===== src/rtl/mem_port_arbiter.sv =====
// Arbitrates the single unified memory port between instruction fetch and data access.
// Data wins ties; a starvation counter forces a fetch grant after STARVE_LIMIT data wins.
module mem_port_arbiter #(
    parameter int unsigned ADDR_WIDTH   = 32,
    parameter int unsigned DATA_WIDTH   = 32,
    parameter int unsigned STARVE_LIMIT = 4
) (
    input  logic                    clk,
    input  logic                    rst_n,

    input  logic                    if_req_valid,
    input  logic [ADDR_WIDTH-1:0]   if_req_addr,
    output logic                    if_req_ready,
    input  logic                    if_flush,
    output logic                    if_rsp_valid,
    output logic [DATA_WIDTH-1:0]   if_rsp_data,

    input  logic                    dm_req_valid,
    input  logic [ADDR_WIDTH-1:0]   dm_req_addr,
    input  logic                    dm_req_we,
    input  logic [DATA_WIDTH/8-1:0] dm_req_wstrb,
    input  logic [DATA_WIDTH-1:0]   dm_req_wdata,
    output logic                    dm_req_ready,
    output logic                    dm_rsp_valid,
    output logic [DATA_WIDTH-1:0]   dm_rsp_data,

    output logic                    mem_req_valid,
    output logic [ADDR_WIDTH-1:0]   mem_req_addr,
    output logic                    mem_req_we,
    output logic [DATA_WIDTH/8-1:0] mem_req_wstrb,
    output logic [DATA_WIDTH-1:0]   mem_req_wdata,
    input  logic                    mem_req_ready,
    input  logic                    mem_rsp_valid,
    input  logic [DATA_WIDTH-1:0]   mem_rsp_data
);

    localparam int unsigned STRB_WIDTH = DATA_WIDTH / 8;
    localparam int unsigned CNT_WIDTH  = $clog2(STARVE_LIMIT + 1);
    localparam logic [CNT_WIDTH-1:0] CNT_MAX = CNT_WIDTH'(STARVE_LIMIT);

    typedef enum logic [1:0] {
        IDLE,
        ISSUE,
        WAIT_RSP
    } state_e;

    typedef enum logic {
        OWN_DATA,
        OWN_FETCH
    } owner_e;

    state_e                 state_q,     state_d;
    owner_e                 owner_q,     owner_d;
    logic                   drop_q,      drop_d;
    logic [CNT_WIDTH-1:0]   starve_cnt_q, starve_cnt_d;
    logic [ADDR_WIDTH-1:0]  addr_q,      addr_d;
    logic                   we_q,        we_d;
    logic [STRB_WIDTH-1:0]  wstrb_q,     wstrb_d;
    logic [DATA_WIDTH-1:0]  wdata_q,     wdata_d;

    logic grant_if;
    logic grant_dm;
    logic rsp_fire;
    logic drop_now;

    always_comb begin
        grant_if = (state_q == IDLE) && if_req_valid &&
                   (!dm_req_valid || (starve_cnt_q == CNT_MAX));
        grant_dm = (state_q == IDLE) && dm_req_valid && !grant_if;
        rsp_fire = (state_q == WAIT_RSP) && mem_rsp_valid;
        // A flush arriving together with the response still kills it.
        drop_now = drop_q || if_flush;
    end

    always_comb begin
        state_d      = state_q;
        owner_d      = owner_q;
        drop_d       = drop_q;
        starve_cnt_d = starve_cnt_q;
        addr_d       = addr_q;
        we_d         = we_q;
        wstrb_d      = wstrb_q;
        wdata_d      = wdata_q;

        unique case (state_q)
            IDLE: begin
                if (grant_if) begin
                    owner_d      = OWN_FETCH;
                    addr_d       = if_req_addr;
                    we_d         = 1'b0;
                    wstrb_d      = '0;
                    wdata_d      = '0;
                    starve_cnt_d = '0;
                    state_d      = ISSUE;
                end else if (grant_dm) begin
                    owner_d = OWN_DATA;
                    addr_d  = dm_req_addr;
                    we_d    = dm_req_we;
                    wstrb_d = dm_req_wstrb;
                    wdata_d = dm_req_wdata;
                    state_d = ISSUE;
                end

                if (!grant_if) begin
                    if (!if_req_valid) begin
                        starve_cnt_d = '0;
                    end else if (grant_dm && (starve_cnt_q != CNT_MAX)) begin
                        starve_cnt_d = starve_cnt_q + CNT_WIDTH'(1);
                    end
                end
            end

            ISSUE: begin
                if ((owner_q == OWN_FETCH) && if_flush) begin
                    drop_d = 1'b1;
                end
                if (mem_req_ready) begin
                    state_d = WAIT_RSP;
                end
            end

            WAIT_RSP: begin
                if (mem_rsp_valid) begin
                    drop_d  = 1'b0;
                    state_d = IDLE;
                end else if ((owner_q == OWN_FETCH) && if_flush) begin
                    drop_d = 1'b1;
                end
            end

            default: begin
                state_d = IDLE;
            end
        endcase
    end

    always_ff @(posedge clk or negedge rst_n) begin
        if (!rst_n) begin
            state_q      <= IDLE;
            owner_q      <= OWN_DATA;
            drop_q       <= 1'b0;
            starve_cnt_q <= '0;
            addr_q       <= '0;
            we_q         <= 1'b0;
            wstrb_q      <= '0;
            wdata_q      <= '0;
        end else begin
            state_q      <= state_d;
            owner_q      <= owner_d;
            drop_q       <= drop_d;
            starve_cnt_q <= starve_cnt_d;
            addr_q       <= addr_d;
            we_q         <= we_d;
            wstrb_q      <= wstrb_d;
            wdata_q      <= wdata_d;
        end
    end

    // Ready and response paths are combinational; gating with rst_n keeps them low during reset.
    always_comb begin
        if_req_ready  = rst_n && grant_if;
        dm_req_ready  = rst_n && grant_dm;
        if_rsp_valid  = rst_n && rsp_fire && (owner_q == OWN_FETCH) && !drop_now;
        dm_rsp_valid  = rst_n && rsp_fire && (owner_q == OWN_DATA);
        if_rsp_data   = if_rsp_valid ? mem_rsp_data : '0;
        dm_rsp_data   = dm_rsp_valid ? mem_rsp_data : '0;

        mem_req_valid = (state_q == ISSUE);
        mem_req_addr  = addr_q;
        mem_req_we    = we_q;
        mem_req_wstrb = wstrb_q;
        mem_req_wdata = wdata_q;
    end

endmodule

===== config.mk =====
export PLATFORM = sky130hd
export DESIGN_NAME = mem_port_arbiter
export DESIGN_NICKNAME = d
export VERILOG_FILES = /design/src/rtl/mem_port_arbiter.sv
export SDC_FILE = /design/constraint.sdc
export NUM_CORES = 1
export LEC_CHECK = 0
export ABC_AREA = 1
export CAP_MARGIN = 40
export CORE_ASPECT_RATIO = 1.25
export CORE_MARGIN = 2
export CORE_UTILIZATION = 35
export DETAILED_ROUTE_END_ITERATION = 12
export PLACE_DENSITY = 0.79
export SLEW_MARGIN = 20
export SYNTH_ARGS = -nofsm -noshare
export SYNTH_HDL_FRONTEND = slang
export SYNTH_SLANG_ARGS = --single-unit
export TNS_END_PERCENT = 100

===== constraint.sdc =====
create_clock -name clk -period 3.9 [get_ports clk]
set_clock_uncertainty 0.2 [all_clocks]
set_input_delay 0.39 -clock clk [delete_from_list [all_inputs] [get_ports clk]]
set_output_delay 0.39 -clock clk [all_outputs]
set_load 0.01 [all_outputs]

==> results by group, run 1 <==
Global route
  – GRT Total Usage: 24.0%
  – Vias in the first global route: 4755
  – Initial antenna violation count: 0
  – First-pass GRT wire length: 24.4 mm
  – Total gr overflow: 0
  – Largest net degree at the start of global routing: 72

Clock network
  – CTS root buffer: clkbuf_16
  – CTS Buf Count: 9
  – CTS sink cnt: 76
  – CTS tree: yes
  – Clock Pin Slew Worst Setup and Hold Paths: 0.06 ns
  – Post-CTS Setup Inserts: 0
  – CTS Buffer Depth: 2
  – Clock insertion delay at the later pin of the skew report: 0.33 ns
  – Htree depth: 3

Pwr
  – Gate power share: 52.2%
  – Net Sw Power: 1.81 mW
  – VDD IR max: 449 µV
  – Leakage: 3.71 nW
  – Clk network pwr share: 17.4%
  – Internal: 2.77 mW
  – Seq pwr share: 30.4%
  – Sw Ratio: 39.5%
  – Pwr per Cell Area: 620 nW/µm²

Drt
  – Routed wire length: 15.5 mm
  – Detailed-router iteration count before antenna repair: 4
  – Avg Vias per Cell: 4.72
  – Via count: 4813
  – DRC violations left: 0
  – 1st-iter DRT viols: 333
  – Drt wl/cell: 15.2 µm
  – DRT antenna net count: 0

Layout
  – Most frequent cells in the layout: 276 x clkdlybuf4s50_1, 174 x nand3_1, 110 x nand2_1
  – Finished Layout Cells: 1020
  – Antenna cells: 0
  – Area growth from synthesis to layout: 74.6%
  – Share of layout cells above drive strength 1: 3.49%
  – # nets final: 1000
  – Commonest non-fill, non-tap cell in the layout: clkdlybuf4s50_1

Die
  – Num ports: 278
  – # rows: 44
  – Core area: 11700 µm²
  – Die Span X: 102 µm
  – DIE HEIGHT: 127 µm
  – Die ar.: 13000 µm²
  – Initial Utilization: 36.2%

Yosys
  – Post-synthesis net count: 744
  – Top post-synthesis cells by area: dfrtp_1 45%, nand3_1 21%, nand2_1 9.9%, inv_1 9.7%, nor2_1 5.9%
  – Number of synthesized register bits: 76
  – Mapped Cells: 598
  – Mean Syn Cell Area: 7.06 µm²
  – Yosys top cell area share: 45.1%
  – Synth warnings: 0
  – Library cells used by synthesis: 21
  – Seq/Total Area, Yosys: 45.1%
  – Post-Syn Area: 4220 µm²
  – Cell taking the most area after synthesis: dfrtp_1

Min path
  – HP Class: reg2reg

Setup path
  – Peak fanout along the critical path: 34
  – Kind of critical path: reg2out
  – WP data required: 3.31 ns
  – WP data arrival: 2.61 ns
  – Worst Setup Start Kind: flip-flop
  – Worst setup EP type: output port

Run
  – Max cap viols: 0

Placement
  – HPWL Detailed: 11.2 mm
  – Port Buffers: 277
  – GPL Wtd Cong: 0.787
  – Dpl ws: 0.847 ns
  – Placed Instances: 1003

Timing
  – Setup-failing EPs final: 0
  – Pins Over Slew Limit: 0
  – Fin Setup TNS: 0 ns
  – Fin crit period: 3.20 ns
  – Hold slack: 0.308 ns
  – Endpoints failing hold: 0
  – RSZ-0062 raised after global routing: no
  – Final Cycle Share: 82.0%
  – Slew @ Worst Pin: 0.751 ns
  – Slew margin rel.: 49.9%
  – F_max: 313 MHz
  – PnR worst setup slack: 0.701 ns

Status
  – Run status: finished, final reports clean
critical path, cell delays in order, from the launching register on:
cell	delay [ns]
dfrtp_1	0.40
inv_1	0.11
ha_1	0.34
nand2_4	0.09
inv_4	0.30
nand2_4	0.28
nor3b_1	0.25
clkdlybuf4s50_1	0.51
area by class of cell:
| type | count | area, µm² |
|---|---|---|
| sequential | 76 | 1900 |
| clock inverter | 7 | 58.8 |
| inverter | 110 | 415 |
| tap | 161 | 201 |
| multi-input combinational | 371 | 1720 |
| timing repair buffer | 286 | 2850 |
| fill | 1060 | 4300 |
| clock buffer | 9 | 225 |
power groups by stage:
| stage | Combinational, mW | Clock [mW] | Sequential (mW) |
|---|---|---|---|
| after floorplan | 1.04 | 0 | 1.54 |
| after global placement | 2.37 | 0 | 1.39 |
| after detailed placement | 2.40 | 0 | 1.39 |
| after CTS | 2.42 | 0.818 | 1.39 |
| after global routing | 2.62 | 0.853 | 1.44 |
| final | 2.39 | 0.798 | 1.39 |
synthesized netlist by cell type:
master and count:
nand2_2 1, ha_1 6, nand4_1 3, clkbuf_1 15, xnor2_1 1, o22ai_1 2
o21ai_0 1, buf_4 3, mux2i_1 1, nand2_1 111, buf_1 3, inv_4 1
nor2_1 66, nand3_1 174, a21oi_1 1, inv_1 109, nor3b_1 1, dfrtp_1 76
a211oi_1 1, buf_2 20, nand2_4 2
timing repair:
action,CTS,global route
endpoints found under the setup margin,0,0
endpoints found under the hold margin,35,0
hold buffers,1,0
resized for setup,0,0
cells by family (layout without fill, tap and decap cells):
family                     Yosys count  after routing  share of synthesized area [%]
and+or+nand+nor                    358            358                           37.7
buffers and inverters              151            412                           14.3
DFF                                 76             76                           45.1
adders and majority gates            6              6                           1.78
AOI/OAI and AO/OA                    5              5                          0.711
xor gates and xnor gates             1              1                          0.208
muxes                                1              1                          0.237
path summary, 6_finish.rpt:
check,start,to,slack (ns),cells after the start
min in group asynchronous,rst_n,mem_req_addr[6],0.37,2
max in group asynchronous,rst_n,mem_req_addr[21],2.16,3
setup / recovery,state_q[0],dm_req_ready,0.70,7
hold reg to reg,state_q[0],state_q[0],0.31,2
hold / removal,state_q[0],state_q[0],0.31,2
setup reg to reg,state_q[0],mem_req_wdata[28],0.90,8
sequential cells by signal, summed over array words and instances, names as in the netlist:
| name | flops |
|---|---|
| mem_req_we | 1 |
| drop_q | 1 |
| owner_q | 1 |
| state_q | 2 |
| starve_cnt_q | 3 |
| mem_req_wstrb | 4 |
| mem_req_wdata | 32 |
| mem_req_addr | 32 |
per-stage QoR:
| stage | power (mW) | utilization [%] | instance area [µm²] |
|---|---|---|---|
| floorplan | 2.58 | - | 4220 |
| global placement | 3.75 | 60.6 | 7080 |
| detailed placement | 3.80 | 60.6 | 7080 |
| CTS | 4.62 | 63.2 | 7370 |
| global route | 4.91 | 63.2 | 7370 |
| finish | 4.57 | 63.2 | 7370 |
per-layer routing:
metal / GRT usage [%] / routed length [µm] / vias to the layer above
met1: 30.3 / 6290 / 2247
met5: 0 / 0 / -
met4: 10.2 / 429 / 0
met3: 4.24 / 961 / 26
met2: 40.0 / 7840 / 175
li1: - / - / 2365
No activity file was read; power rests on OpenSTA's default activity.
==> run 2, diff against run 1 <==
- clock period: 3.9 -> 3.1 ns (I/O delays scaled with it)
==> run 2 against run 1 <==
  * Final area rose by 0.53%
  * Power up 27%
  * Sequential power increased by 25%
  * Register-to-register slack got worse by 0.24 ns
  * Non-clock buffer count up 5
  * Global-route usage is 0.74 points lower
  * Wire length down 0.57%
  * Flip-flop and latch count unchanged
  * Critical path type unchanged
==> results by group, run 2 (synthesized netlist as in run 1, its figures left out) <==
Status
  – Run status: finished, final reports clean (unchanged)

Clock network
  – CTS resizes: 0 (unchanged)
  – CTS Buf Count: 9 (unchanged)
  – Post-CTS Setup Inserts: 0 (unchanged)
  – Htree depth: 3 (unchanged)
  – CTS root buffer: clkbuf_16 (unchanged)
  – CTS Buffer Depth: 2 (unchanged)
  – CTS sink cnt: 76 (unchanged)
  – CTS tree: yes (unchanged)
  – Clock Pin Slew Worst Setup and Hold Paths: 0.05 ns (was 0.06 ns)
  – Clock insertion delay at the later pin of the skew report: 0.33 ns (about the same)

Drt
  – Drt wl/cell: 15.1 µm (was 15.2 µm)
  – 1st-iter DRT viols: 310 (was 333)
  – Via count: 4809 (was 4813)
  – Detailed-router iteration count before antenna repair: 5 (was 4)
  – DRC violations left: 0 (unchanged)
  – Avg Vias per Cell: 4.69 (was 4.72)
  – DRT antenna net count: 0 (unchanged)
  – Routed wire length: 15.4 mm (was 15.5 mm)

Setup path
  – Worst setup EP type: output port (unchanged)
  – CP delay by family, top: buffers and inverters (unchanged)
  – Crit path top cell by count: nand2_4 (unchanged)
  – Slowest stage delay, CP: 0.60 ns (was 0.51 ns)
  – Crit path max-delay cell type: clkdlybuf4s50_1 (unchanged)
  – WP data arrival: 2.44 ns (was 2.61 ns)
  – Kind of critical path: reg2out (unchanged)
  – Peak fanout along the critical path: 20 (was 34)
  – Buf+Inv Stages, Crit Path: 3 (unchanged)
  – Worst Setup Start Kind: flip-flop (unchanged)
  – WP data required: 2.59 ns (was 3.31 ns)
  – Worst-path cell chain: inv_1 > ha_1 > nand2_4 > inv_4 > nand2_4 > nor3b_1 > clkdlybuf4s50_1 (unchanged)

Run
  – Max cap viols: 0 (unchanged)

Placement
  – Port Buffers: 277 (unchanged)
  – Placed Instances: 1008 (was 1003)
  – GPL Wtd Cong: 0.850 (was 0.787)
  – HPWL Detailed: 11.2 mm (about the same)
  – Dpl cell area: 7100 µm² (was 7080 µm²)

Pwr
  – Pwr per Cell Area: 783 nW/µm² (was 620 nW/µm²)
  – VDD IR max: 609 µV (was 449 µV)
  – Leakage: 3.74 nW (was 3.71 nW)

Die
  – Initial Utilization: 36.2% (unchanged)
  – Core area: 11700 µm² (unchanged)
  – Die ar.: 13000 µm² (unchanged)
  – Die Span X: 102 µm (unchanged)
  – Num ports: 278 (unchanged)
  – # rows: 44 (unchanged)
  – DIE HEIGHT: 127 µm (unchanged)

Timing
  – RSZ-0062 raised after global routing: no (unchanged)
  – Slew @ Worst Pin: 0.556 ns (was 0.751 ns)
  – F_max: 339 MHz
  – Slew margin rel.: 62.9% (was 49.9%)
  – Fin Setup TNS: 0 ns (unchanged)
  – Fin crit period: 2.95 ns
  – Hold slack: 0.241 ns (was 0.308 ns)
  – Pins Over Slew Limit: 0 (unchanged)
  – Setup-failing EPs final: 0 (unchanged)
  – Endpoints failing hold: 0 (unchanged)
  – Final Cycle Share: 95.2%

Layout
  – Share of layout cells above drive strength 1: 4.05% (was 3.49%)
  – Commonest non-fill, non-tap cell in the layout: clkdlybuf4s50_1 (unchanged)
  – Finished Layout Cells: 1025 (was 1020)
  – Area growth from synthesis to layout: 75.5% (was 74.6%)
  – Most frequent cells in the layout: 276 x clkdlybuf4s50_1, 174 x nand3_1, 110 x nand2_1 (unchanged)
  – # nets final: 1006 (was 1000)
  – Design area: 7410 µm² (was 7370 µm²)
  – Layout Utilization: 63.5% (was 63.2%)
  – Antenna cells: 0 (unchanged)

Global route
  – First-pass GRT wire length: 23.3 mm (was 24.4 mm)
  – Largest net degree at the start of global routing: 52 (was 72)
  – Vias in the first global route: 4546 (was 4755)
  – Total gr overflow: 0 (unchanged)
  – Initial antenna violation count: 0 (unchanged)
  – GRT Total Usage: 23.2% (was 24.0%)

Min path
  – HP Class: in2async (was reg2reg)
[run 2: through the flow]
step | worst slack (ns) | power [mW]
global placement | 0.501 | 4.74
global route | 0.0128 | 6.21
CTS | 0.0973 | 5.86
finish | 0.147 | 5.80
floorplan | 1.21 | 3.25
detailed placement | 0.468 | 4.80
[run 2: timing repair]
item	in CTS	in global routing
hold buffers	1	0
endpoints found under the setup margin	0	1
endpoints found under the hold margin	13	0
[run 2: worst paths after layout]
check / from / to / slack [ns] / cells after the start
setup / recovery: state_q[0] / dm_req_ready / 0.15 / 7
hold / removal: rst_n / mem_req_wdata[8] / 0.24 / 2
setup reg to reg: state_q[0] / mem_req_wdata[0] / 0.66 / 8
hold reg to reg: state_q[1] / state_q[1] / 0.30 / 2
max in group asynchronous: rst_n / mem_req_wdata[12] / 1.77 / 3
min in group clk: state_q[1] / state_q[1] / 0.30 / 2
[run 2: worst reg2reg max path: stages (launching register included)]
cell	delay, ns
dfrtp_1	0.40
inv_1	0.11
ha_1	0.39
nand2_2	0.17
buf_4	0.25
nand2_2	0.11
buf_4	0.45
nand3_1	0.21
nand2_1	0.09
[run 2: area by class of cell]
| class | count | area (µm²) |
|---|---|---|
| Tap cell | 161 | 201 |
| Sequential cell | 76 | 1900 |
| Clock buffer | 10 | 239 |
| Clock inverter | 5 | 52.6 |
| Timing Repair Buffer | 291 | 2880 |
| Inverter | 110 | 415 |
| Fill cell | 1040 | 4260 |
| Multi-Input combinational cell | 372 | 1720 |
[run 2: where the power goes]
| part | switching (mW) | internal (mW) |
|---|---|---|
| Clock | 0.398 | 0.636 |
| Sequential | 0.257 | 1.48 |
| Combinational | 1.58 | 1.45 |
| Total | 2.24 | 3.57 |
[run 2: layer usage]
layer  share of wire (%)  vias up  track usage [%]  routed length, µm
met2                  50      187             38.9               7710
met3                 7.1       26             5.62               1100
met4                 2.5        0             8.24                383
met1                  40     2214             28.9               6240
li1                    -     2382                -                  -
met5                   0        -                0                  0
==> RTL change 1: new RTL, settings of run 2 <==
Encoding of `state_e`: now one-hot (3 bits for 3 states).
--- a/src/rtl/mem_port_arbiter.sv
+++ b/src/rtl/mem_port_arbiter.sv
@@ -40,6 +40,6 @@
 
-    typedef enum logic [1:0] {
-        IDLE,
-        ISSUE,
-        WAIT_RSP
+    typedef enum logic [2:0] {
+        IDLE     = 3'b001,
+        ISSUE    = 3'b010,
+        WAIT_RSP = 3'b100
     } state_e;
Function: same outputs for any inputs over 4 cycles, from zero or initial values and one cycle with rst_n low; so few cycles prove little.
==> RTL change 1 against run 2 <==
- synthesized area increased by 3.6%
- critical path type unchanged
- cell count increased by 1.4%
- sequential cell count increased by 1
- critical path depth decreased by 2
- combinational power decreased by 9.6%
- routed wire length decreased by 0.83%
- total power decreased by 4.0%
- setup slack improved by 170 ps
- sequential share of layout area decreased by 0.17 points
- final area increased by 2.1%
- utilization decreased by 1.3 points
==> RTL change 1: results (changes against run 2) <==
set qor(met2RoutedLength_um) 7890 ;# +2.3%
set qor(worst_r2r_startpoint) {state_q[0]}
set qor(final_layout_size_suffix_gt1_share_pct) 8.133 ;# +4.1 points
set qor(synth_seq_area_share_pct) 44.10 ;# -0.95 points
set qor(timing.critical_path.slowest_cell_delay_ps) 570 ;# -30 ps
set qor(max_fanout_on_critical_path) 18 ;# -10%
set qor(hold_path_class) {in -> async}
set qor(placed_area_um2) 7243 ;# +2.0%
set qor(grt_util_met3_pct) 7.548 ;# +1.9 points
set qor(fmax_mhz) 359.3 ;# +6.1%
set qor(slew-limit-headroom_pct) 49.47 ;# -13 points
set qor(wl_per_cell_um) 14.73 ;# -2.2%
set qor(largest_net_degree_at_the_start_of_global_routing) 71 ;# +37%
set qor(met1Wirelength_um) 5818 ;# -6.7%
set qor(groute.usage.overall_pct) 22.79 ;# -0.45 points
set qor(clockRootBuffer) {clkbuf_16}
set qor(antenna_found_initial) 2 ;# +2
set qor(met3_length_um) 1328 ;# +21%
set qor(post_cts_buffers) 0 ;# unchanged
set qor(vdd_ir_drop_max_mv) 0.4203 ;# -31%
set qor(synthDistinctLibCells) 25 ;# +19%
set qor(cpLargestDelayFamily) {simple AND/OR/NAND/NOR gates}
set qor(vias) 4772 ;# -0.77%
set qor(grt_pass1_wl_um) 24200 ;# +3.7%
set qor(dp_hpwl_um) 11730 ;# +4.9%
set qor(regToRegSetupSlack_ps) 820 ;# +160 ps
set qor(top_signal_layer_used) {met4}
set qor(route.detailed.vias_per_inst) 4.593 ;# -2.1%
set qor(synth_enable_flop_cells) 0 ;# unchanged
set qor(rr_endpoint) {mem_req_addr[12]}
set qor(syn-num-nets) 745 ;# +0.13%
set qor(outcome) {complete, no violations}
set qor(drt_iter0_drc) 231 ;# -25%
set qor(timing.reg2reg.worst_path_depth) 7 ;# -1
set qor(synth.area.top_cells) {dfrtp_1 (44%), nand2_1 (15%), inv_1 (9.4%)}
set qor(num-nets-final) 1010 ;# +0.40%
set qor(worstPathArrival_ps) 2270 ;# -170 ps
set qor(pre_cts_ws_ps) 419.7 ;# -48.05 ps
set qor(synthesis.area_per_instance_um2) 7.250 ;# +2.7%
set qor(power.leakage_nw) 3.779 ;# +1.0%
set qor(grtUsageMet2_pct) 41.60 ;# +2.7 points
set qor(drt_pass1_iterations) 4 ;# -1
[RTL change 1: cell types whose count changed in the layout (fill, tap and decap cells not counted), moves of 3 or more]
cell	before	now
nand3_1	174	76
nand2_1	110	180
nand4_1	3	35
nor2_2	0	29
nor2_1	66	39
ha_1	6	2
clkinv_2	3	0
inv_6	0	3
[RTL change 1: layout make-up]
| type | count | area [um^2] |
|---|---|---|
| fill | 1094 | 4598 |
| sequential | 77 | 1928 |
| multi-input combinational | 376 | 1769 |
| antenna | 2 | 5.005 |
| tap | 164 | 205.2 |
| clock buffer | 9 | 225.2 |
| inverter | 112 | 420.4 |
| clock inverter | 7 | 80.08 |
| timing repair buffer | 292 | 2930 |
[RTL change 1: what timing repair did]
action,in CTS,in global routing
resized for setup,0,0
hold buffers,1,0
endpoints found under the hold margin,24,0
[RTL change 1: how the worst max path moves through the flow]
stage,to,start,depth (start not counted)
final,if_req_ready,state_q[0],5
after global routing,if_rsp_data[0],state_q[0],7
after CTS,if_req_ready,state_q[0],5
after detailed placement,dm_rsp_data[22],mem_rsp_valid,6
after global placement,dm_rsp_data[22],mem_rsp_valid,6
after floorplan,dm_req_ready,starve_cnt_q[0],8
[RTL change 1: cells by family after synthesis]
group	synth area share (%)
buf+inv	15.43
simple gates	38.95
flops	44.10
fa+ha+maj	0.5723
compound gates	0.9443
[RTL change 1: worst reg2reg max path: cells and delay by family, from the launching register on]
family,cells,cell delay (ps)
DFF,1,540
AOI/OAI and AO/OA,1,110
and+or+nand+nor,4,670
buffers and inverters,2,690
[RTL change 1: where the power goes]
part	leakage [nW]	internal, mW	total, mW	switching [mW]
logic	2.68	1.32	2.74	1.42
registers	0.958	1.49	1.75	0.265
clock network	0.143	0.634	1.08	0.447
==> RTL change 2: new RTL, settings of run 2 <==
Without the edit above. The parameter `ADDR_WIDTH` goes from 32 to 16.
--- a/src/rtl/mem_port_arbiter.sv
+++ b/src/rtl/mem_port_arbiter.sv
@@ -3,3 +3,3 @@
 module mem_port_arbiter #(
-    parameter int unsigned ADDR_WIDTH   = 32,
+    parameter int unsigned ADDR_WIDTH   = 16,
     parameter int unsigned DATA_WIDTH   = 32,
Interface: changed (resized dm_req_addr, if_req_addr and mem_req_addr); port bits go from 278 to 230. The function was not compared with the original's and may differ.
==> RTL change 2 against run 2 <==
- routed wire length down 24%
- utilization up 2.4 points
- sequential cell count down 16
- non-clock buffer count down 49
- global-route usage about the same
- synthesized area down 22%
- synthesized cell count down 23%
- hold slack better by 37 ps
- critical path depth down 1
- setup slack better by 110 ps
- final area down 19%
- total power down 18%
- cell count down 21%
- highest routed layer unchanged
==> RTL change 2: results (changes against run 2) <==
set qor(synth_seq_area_share_pct) 45.59 ;# +0.54 points
set qor(groute.usage.overall_pct) 23.23 ;# about the same
set qor(wl_per_cell_um) 14.49 ;# -3.7%
set qor(slew-limit-headroom_pct) 61.79 ;# -1.1 points
set qor(regToRegSetupSlack_ps) 750 ;# +90 ps
set qor(max_fanout_on_critical_path) 33 ;# +65%
set qor(synthesis.area_per_instance_um2) 7.159 ;# +1.4%
set qor(met3_length_um) 673 ;# -39%
set qor(rr_endpoint) {mem_req_wdata[20]}
set qor(grtUsageMet2_pct) 41.19 ;# +2.3 points
set qor(grt_util_met3_pct) 4.765 ;# -0.85 points
set qor(met2RoutedLength_um) 6160 ;# -20%
set qor(power.leakage_nw) 2.983 ;# -20%
set qor(gp_congestion) 0.8568 ;# +0.75%
set qor(vdd_ir_drop_max_mv) 0.4239 ;# -30%
set qor(outcome) {complete, no violations}
set qor(placed_area_um2) 5684 ;# -20%
set qor(timing.hold.ws_ps) 277.8 ;# +37.30 ps
set qor(dp_hpwl_um) 8917 ;# -20%
set qor(post_layout_nonfiller_instances) 810 ;# -21%
set qor(vias_in_the_first_global_route) 3929 ;# -14%
set qor(gr-usage-met1_pct) 27.33 ;# -1.6 points
set qor(pre_cts_ws_ps) 582.6 ;# +114.8 ps
set qor(largest_net_degree_at_the_start_of_global_routing) 44 ;# -15%
set qor(syn-num-nets) 574 ;# -23%
set qor(drt_iter0_drc) 213 ;# -31%
set qor(grt_pass1_wl_um) 18970 ;# -19%
set qor(final_layout_size_suffix_gt1_share_pct) 4.658 ;# +0.61 points
set qor(synth.area.top_cells) {dfrtp_1 (46%), nand3_1 (19%), nand2_1 (9.2%)}
[RTL change 2: cell types whose count changed after synthesis, sizes merged]
cell / change
buf: -9
clkbuf: -1
dfrtp: -16
inv: -32
nand2: -32
nand3: -48
[RTL change 2: report_power, final]
part	leakage, nW	switching, mW	internal [mW]	total [mW]
registers	0.746	0.209	1.16	1.37
clock network	0.153	0.346	0.724	1.07
logic	2.08	1.19	1.16	2.34
[RTL change 2: how the worst max path moves through the flow]
stage | slack (ps) | endpoint | depth (start not counted) | from
6_report | 250 | dm_rsp_data[21] | 6 | rst_n
3_5_place_dp | 580 | dm_rsp_data[21] | 7 | mem_rsp_valid
4_1_cts | 160 | dm_rsp_data[21] | 6 | rst_n
3_3_place_gp | 580 | dm_rsp_data[21] | 7 | mem_rsp_valid
2_1_floorplan | 1110 | dm_req_ready | 6 | state_q[0]
5_1_grt | 140 | dm_rsp_data[4] | 6 | rst_n
[RTL change 2: area by class of cell]
cell class	instances	area, um^2	share of cell area [%]
repair buffers	242	2402	39.93
flip-flops and latches	60	1501	24.96
multi-input cells	291	1346	22.38
inverters	78	292.8	4.867
clock buffers	12	246.5	4.097
well taps	123	153.9	2.558
clock inverters	4	72.57	1.206
[RTL change 2: worst max-delay path, stage by stage]
cell             delay (ps)
dlygate4sd3_1           560
clkbuf_4                320
nand3_1                 110
buf_4                   250
nor2_1                  200
clkdlybuf4s50_1         570
[RTL change 2: logic make-up after synthesis]
group | after synthesis | share of synthesized area (%)
simple gates | 278 | 36.89
compound gates | 5 | 0.9116
buf+inv | 109 | 13.75
xor+xnor | 1 | 0.2660
fa+ha+maj | 6 | 2.280
mux | 1 | 0.3040
flops | 60 | 45.59
[RTL change 2: timing repair]
item,in CTS,in global routing
resized for setup,0,1
endpoints found under the hold margin,17,0
hold buffers,1,0
setup endpoints to repair,0,2
